`config.mk`:
```
export PLATFORM = sky130hd
export DESIGN_NAME = lsu_arbiter
export DESIGN_NICKNAME = d
export VERILOG_FILES = /design/src/rtl/lsu_arbiter.sv
export SDC_FILE = /design/constraint.sdc
export NUM_CORES = 1
export LEC_CHECK = 0
export CAP_MARGIN = 10
export CORE_MARGIN = 3
export CORE_UTILIZATION = 38
export DETAILED_ROUTE_END_ITERATION = 10
export PLACE_DENSITY = 0.79
export SLEW_MARGIN = 0
export SYNTH_ARGS = -nofsm -noshare
export SYNTH_HDL_FRONTEND = slang
export SYNTH_SLANG_ARGS = --single-unit
export TNS_END_PERCENT = 20
```
`constraint.sdc`:
```
create_clock -name i_clk -period 2 [get_ports i_clk]
set_clock_uncertainty 0.1 [all_clocks]
set_input_delay 0.4 -clock i_clk [delete_from_list [all_inputs] [get_ports i_clk]]
set_output_delay 0.4 -clock i_clk [all_outputs]
set_load 0.02 [all_outputs]
```
`src/rtl/lsu_arbiter.sv`:
```
// Two-master arbiter in front of a single load/store unit.
// One transaction in flight at a time: IDLE -> ACCESS (-> RESP for loads) -> IDLE.
module lsu_arbiter #(
  parameter bit RR_EN = 1'b1
) (
  input  logic        i_clk,
  input  logic        i_reset,

  input  logic        i_m0_req,
  input  logic        i_m0_wren,
  input  logic [31:0] i_m0_addr,
  input  logic [31:0] i_m0_wdata,
  input  logic [3:0]  i_m0_load_type,
  input  logic        i_m0_load_signed,
  output logic        o_m0_gnt,
  output logic        o_m0_rvalid,
  output logic [31:0] o_m0_rdata,

  input  logic        i_m1_req,
  input  logic        i_m1_wren,
  input  logic [31:0] i_m1_addr,
  input  logic [31:0] i_m1_wdata,
  input  logic [3:0]  i_m1_load_type,
  input  logic        i_m1_load_signed,
  output logic        o_m1_gnt,
  output logic        o_m1_rvalid,
  output logic [31:0] o_m1_rdata,

  output logic [31:0] o_lsu_addr,
  output logic [31:0] o_lsu_st_data,
  output logic        o_lsu_wren,
  output logic [3:0]  o_lsu_load_type,
  output logic        o_lsu_load_signed,
  input  logic [31:0] i_lsu_ld_data,

  output logic        o_busy
);

  typedef enum logic [1:0] {
    IDLE   = 2'd0,
    ACCESS = 2'd1,
    RESP   = 2'd2
  } state_t;

  state_t      state;
  logic        rr_last;   // 1: m1 was granted most recently
  logic        owner;     // 0: m0, 1: m1

  logic [31:0] addr_q;
  logic [31:0] wdata_q;
  logic        wren_q;
  logic [3:0]  type_q;
  logic        signed_q;

  logic        lsu_wren_q;
  logic        busy_q;
  logic        rvalid0_q;
  logic        rvalid1_q;
  logic [31:0] rdata0_q;
  logic [31:0] rdata1_q;

  logic        win;
  logic        gnt_any;
  logic [31:0] sel_addr;
  logic [31:0] sel_wdata;
  logic        sel_wren;
  logic [3:0]  sel_type;
  logic        sel_signed;

  always_comb begin
    win = 1'b0;
    if (RR_EN) begin
      if (i_m0_req && i_m1_req)
        win = ~rr_last;
      else
        win = i_m1_req;
    end else begin
      win = ~i_m0_req & i_m1_req;
    end
    gnt_any = (state == IDLE) && i_reset && (i_m0_req || i_m1_req);
  end

  always_comb begin
    sel_addr   = i_m0_addr;
    sel_wdata  = i_m0_wdata;
    sel_wren   = i_m0_wren;
    sel_type   = i_m0_load_type;
    sel_signed = i_m0_load_signed;
    if (win) begin
      sel_addr   = i_m1_addr;
      sel_wdata  = i_m1_wdata;
      sel_wren   = i_m1_wren;
      sel_type   = i_m1_load_type;
      sel_signed = i_m1_load_signed;
    end
  end

  assign o_m0_gnt = gnt_any && !win;
  assign o_m1_gnt = gnt_any &&  win;

  always_ff @(posedge i_clk) begin
    if (!i_reset) begin
      state      <= IDLE;
      rr_last    <= 1'b1;
      owner      <= 1'b0;
      addr_q     <= '0;
      wdata_q    <= '0;
      wren_q     <= 1'b0;
      type_q     <= '0;
      signed_q   <= 1'b0;
      lsu_wren_q <= 1'b0;
      busy_q     <= 1'b0;
      rvalid0_q  <= 1'b0;
      rvalid1_q  <= 1'b0;
      rdata0_q   <= '0;
      rdata1_q   <= '0;
    end else begin
      rvalid0_q <= 1'b0;
      rvalid1_q <= 1'b0;
      case (state)
        IDLE: begin
          if (gnt_any) begin
            addr_q     <= sel_addr;
            wdata_q    <= sel_wdata;
            wren_q     <= sel_wren;
            type_q     <= sel_type;
            signed_q   <= sel_signed;
            owner      <= win;
            rr_last    <= win;
            lsu_wren_q <= sel_wren;
            busy_q     <= 1'b1;
            state      <= ACCESS;
          end
        end
        ACCESS: begin
          lsu_wren_q <= 1'b0;
          if (wren_q) begin
            if (owner) rvalid1_q <= 1'b1;
            else       rvalid0_q <= 1'b1;
            busy_q <= 1'b0;
            state  <= IDLE;
          end else begin
            state <= RESP;
          end
        end
        RESP: begin
          if (owner) begin
            rdata1_q  <= i_lsu_ld_data;
            rvalid1_q <= 1'b1;
          end else begin
            rdata0_q  <= i_lsu_ld_data;
            rvalid0_q <= 1'b1;
          end
          busy_q <= 1'b0;
          state  <= IDLE;
        end
        default: begin
          lsu_wren_q <= 1'b0;
          busy_q     <= 1'b0;
          state      <= IDLE;
        end
      endcase
    end
  end

  assign o_lsu_addr        = addr_q;
  assign o_lsu_st_data     = wdata_q;
  assign o_lsu_wren        = lsu_wren_q;
  assign o_lsu_load_type   = type_q;
  assign o_lsu_load_signed = signed_q;
  assign o_busy            = busy_q;
  assign o_m0_rvalid       = rvalid0_q;
  assign o_m1_rvalid       = rvalid1_q;
  assign o_m0_rdata        = rdata0_q;
  assign o_m1_rdata        = rdata1_q;

endmodule
```
==> flow_metrics.env <==
export IMPL_io_pins=315
export IMPL_place_gp_congestion=0.8405
export IMPL_hp_class="flip-flop to flip-flop"
export IMPL_synth_cell_types=33
export IMPL_tightest_slew_ps=739.2
export IMPL_die_area_sq_mm=0.01651
export IMPL_worstHoldStart="o_m0_rdata[25]"
export IMPL_cts_sinks=142
export IMPL_clock_path_buffers=2
export IMPL_m1WireLength_um=8517
export IMPL_drive_gt1_share_pct=8.411
export IMPL_hold_violations=0
export IMPL_min_to="o_m0_rdata[25]"
export IMPL_row_count=44
export IMPL_synth_seq_cells=142
export IMPL_critPathCaptureType="primary output"
export IMPL_htreeDepth=4
export IMPL_fillers=1188
export IMPL_p_per_area_mw_per_mm2=854.7
export IMPL_post_cts_buffers=0
export IMPL_critPathMaxStageDelay_ps=630
export IMPL_setup_tns_ps=0
export IMPL_clk_pin_slew_ps=60
export IMPL_path_delay_family="buffers and inverters"
export IMPL_worstHoldPathCells=2
export IMPL_syn_nets=841
export IMPL_power_frac_seq_pct=37.1
export IMPL_rr_startpoint="state[0]"
export IMPL_cp_arrival_ps=1430
export IMPL_dieHeight_um=128.5
export IMPL_synth_seq_area_share_pct=49.87
export IMPL_highest_layer="met4"
export IMPL_p_sw_share_pct=26.09
export IMPL_regToRegEndpoint="o_lsu_load_signed"
export IMPL_grt_overflow=0
export IMPL_portBuffers=314
export IMPL_met2_length_um=10340
export IMPL_diodes=0
export IMPL_cts_hold_buffers=0
export IMPL_syn_instance_count=661
export IMPL_dr_pass1_iters=7
export IMPL_slew_violations=0
export IMPL_critPathKind="flip-flop to primary output"
export IMPL_power_w=0.008312
export IMPL_p_sw_w=0.002169
export IMPL_vdd_drop_max_v=0.0006090
export IMPL_wl_met3_um=1536
export IMPL_dpl_hpwl_um=14430
export IMPL_crit_slowest_cell="clkdlybuf4s50_1"
export IMPL_wirelength_um=21150
export IMPL_finalCritPeriodShare_pct=96.29
export IMPL_drc=0
export IMPL_core_area_sq_mm=0.01459
export IMPL_finalSetupViolCount=0
export IMPL_intPower_w=0.006143
export IMPL_die_w_um=128.5
export IMPL_nets=1131
export IMPL_crit_buf_inv=1
export IMPL_vias=6296
export IMPL_rr_worst_depth=6
export IMPL_yosysWarningCount=0
export IMPL_drt_iter0_markers=378
export IMPL_grtUsageTotal_pct=24.54
export IMPL_cp_required_ps=1500
export IMPL_cp_start_kind="flip-flop"
export IMPL_maxCapViolations=0
export IMPL_min_period_ps=1926
export IMPL_crit_fanout=2
export IMPL_ant_nets=0
export IMPL_avgViaCountPerCell=5.489
export IMPL_syn_to_final_growth_pct=70.61
export IMPL_syn_area_sq_mm=0.005700
export IMPL_cts_buffers=17
export IMPL_power_frac_comb_pct=20.7
export IMPL_avgSynthCellArea_sq_um=8.624
export IMPL_grt_max_degree=74
export IMPL_slew_headroom_pct=50.72
export IMPL_pwr_share_clk_pct=42.2
export IMPL_reg2reg_slack_ps=250
export IMPL_layout_common_cells="clkdlybuf4s50_1, dfxtp_1, nand2_1"
export IMPL_clockRootBuffer="clkbuf_16"
export IMPL_first_global_vias=5986
export IMPL_clk_latency_ps=410
export IMPL_crit_chain="clkdlybuf4s50_1"
export IMPL_grt_first_pass_wirelength_um=32340
export IMPL_cts_tree="done"
export IMPL_routedWlPerCell_um=18.44
export IMPL_status="completed"
export IMPL_antenna_found_initial=0
export IMPL_mostFrequentLayoutCell="clkdlybuf4s50_1"
export IMPL_leakagePower_nw=3.312
export IMPL_initial_core_util_pct=39.07
export IMPL_max_freq_ghz=0.5192
[routing by layer]
metal | vias up | global-route usage, %
met1 | 2949 | 29.92
li1 | 3012 | -
met2 | 287 | 40.39
met4 | 0 | 11.80
met5 | - | 0
met3 | 48 | 6.393
[cell usage after synthesis]
cell type  count  area, sq um
a21boi_2       1        11.26
dfxtp_1      142         2843
a221o_1        3        30.03
o21ai_2        1        8.760
buf_6          4        45.04
o211ai_2       1        12.51
a32oi_1       58        508.0
nor2_1         3        11.26
o211ai_1       1        7.510
nand2b_1       3        18.77
nand2_1      138        518.0
nor2b_1        2        12.51
o41ai_2        1        16.27
nand3_1        8        40.04
o21a_1         1        7.510
mux2i_1        3        30.03
and2_1         1        6.260
nand4_1       66        412.9
inv_1          2        7.510
buf_1          4        15.01
nor3_1         2        10.01
buf_2         27        135.1
inv_2          1        3.750
and3_1         4        25.02
ha_1           4        50.05
a31o_2         1        8.760
a31oi_1        8        50.05
and2_4         2        17.52
a21oi_1      125        625.6
o21ai_0        2        10.01
clkbuf_1      30        112.6
buf_4         10        75.07
nor3b_1        2        15.01
[worst max-delay path by stage]
stage | from | to | slack [ps] | depth (start not counted)
final | o_lsu_st_data[7] | o_lsu_st_data[7] | 70 | 1
after global routing | i_m1_req | o_lsu_addr[20] | -20 | 6
after CTS | state[0] | o_m0_gnt | 8 | 5
after detailed placement | i_m1_req | o_m1_gnt | -330 | 4
after global placement | i_m1_req | o_m0_gnt | -300 | 5
after floorplan | state[0] | o_lsu_st_data[13] | 260 | 7
[cells by family (layout without fill, tap and decap cells)]
group | Yosys count | count (layout) | synth area share, %
muxes | 3 | 3 | 0.5268
buffers and inverters | 78 | 380 | 6.914
adders and majority gates | 4 | 4 | 0.8780
DFF | 142 | 142 | 49.87
AOI/OAI and AO/OA | 203 | 203 | 22.74
and+or+nand+nor | 231 | 231 | 19.07
[area by class of cell]
cell class / count / area (sq um) / area share (%)
repair buffers: 346 / 3487 / 35.85
inverters: 3 / 13.76 / 0.1415
clock buffers: 20 / 466.7 / 4.799
clock inverters: 11 / 186.4 / 1.917
multi-input cells: 441 / 2496 / 25.67
well taps: 184 / 230.2 / 2.367
flip-flops and latches: 142 / 2845 / 29.26
[what timing repair did]
action / CTS / global route
gates resized for setup: 10 / 6
cloned: 0 / 0
pin swaps: 0 / 0
endpoints found under the setup margin: 2 / 25
[sequential cells by signal, indices dropped and copies added, names as in the netlist]
signal and cells:
o_lsu_st_data 32, o_lsu_wren 1, o_lsu_load_signed 1, o_m0_rdata 32
o_lsu_addr 32, o_lsu_load_type 4, owner 1, o_m1_rvalid 1
state 2, wren_q 1, o_m0_rvalid 1, o_m1_rdata 32
rr_last 1, o_busy 1
[power groups by stage]
stage / Combinational, W / Sequential [W] / Clock, W
2_1_floorplan: 0.000632 / 0.00332 / 0
3_3_place_gp: 0.00169 / 0.00314 / 0
3_5_place_dp: 0.00170 / 0.00314 / 0
4_1_cts: 0.00171 / 0.00308 / 0.00356
5_1_grt: 0.00183 / 0.00311 / 0.00367
6_report: 0.00172 / 0.00309 / 0.00351
[metrics by stage]
step	setup WS (ps)	util (%)	area, sq um	std cells	hold WS [ps]
finish	74.12	66.66	9726	1147	352.3
floorplan	263.8	-	5700	661	382.4
global route	-16.17	66.66	9726	1147	368.9
global placement	-301.0	62.11	9061	1116	341.2
CTS	8.243	66.55	9709	1147	354.2
detailed placement	-325.5	62.11	9061	1116	346.1
No activity file was read; power rests on OpenSTA's default activity.
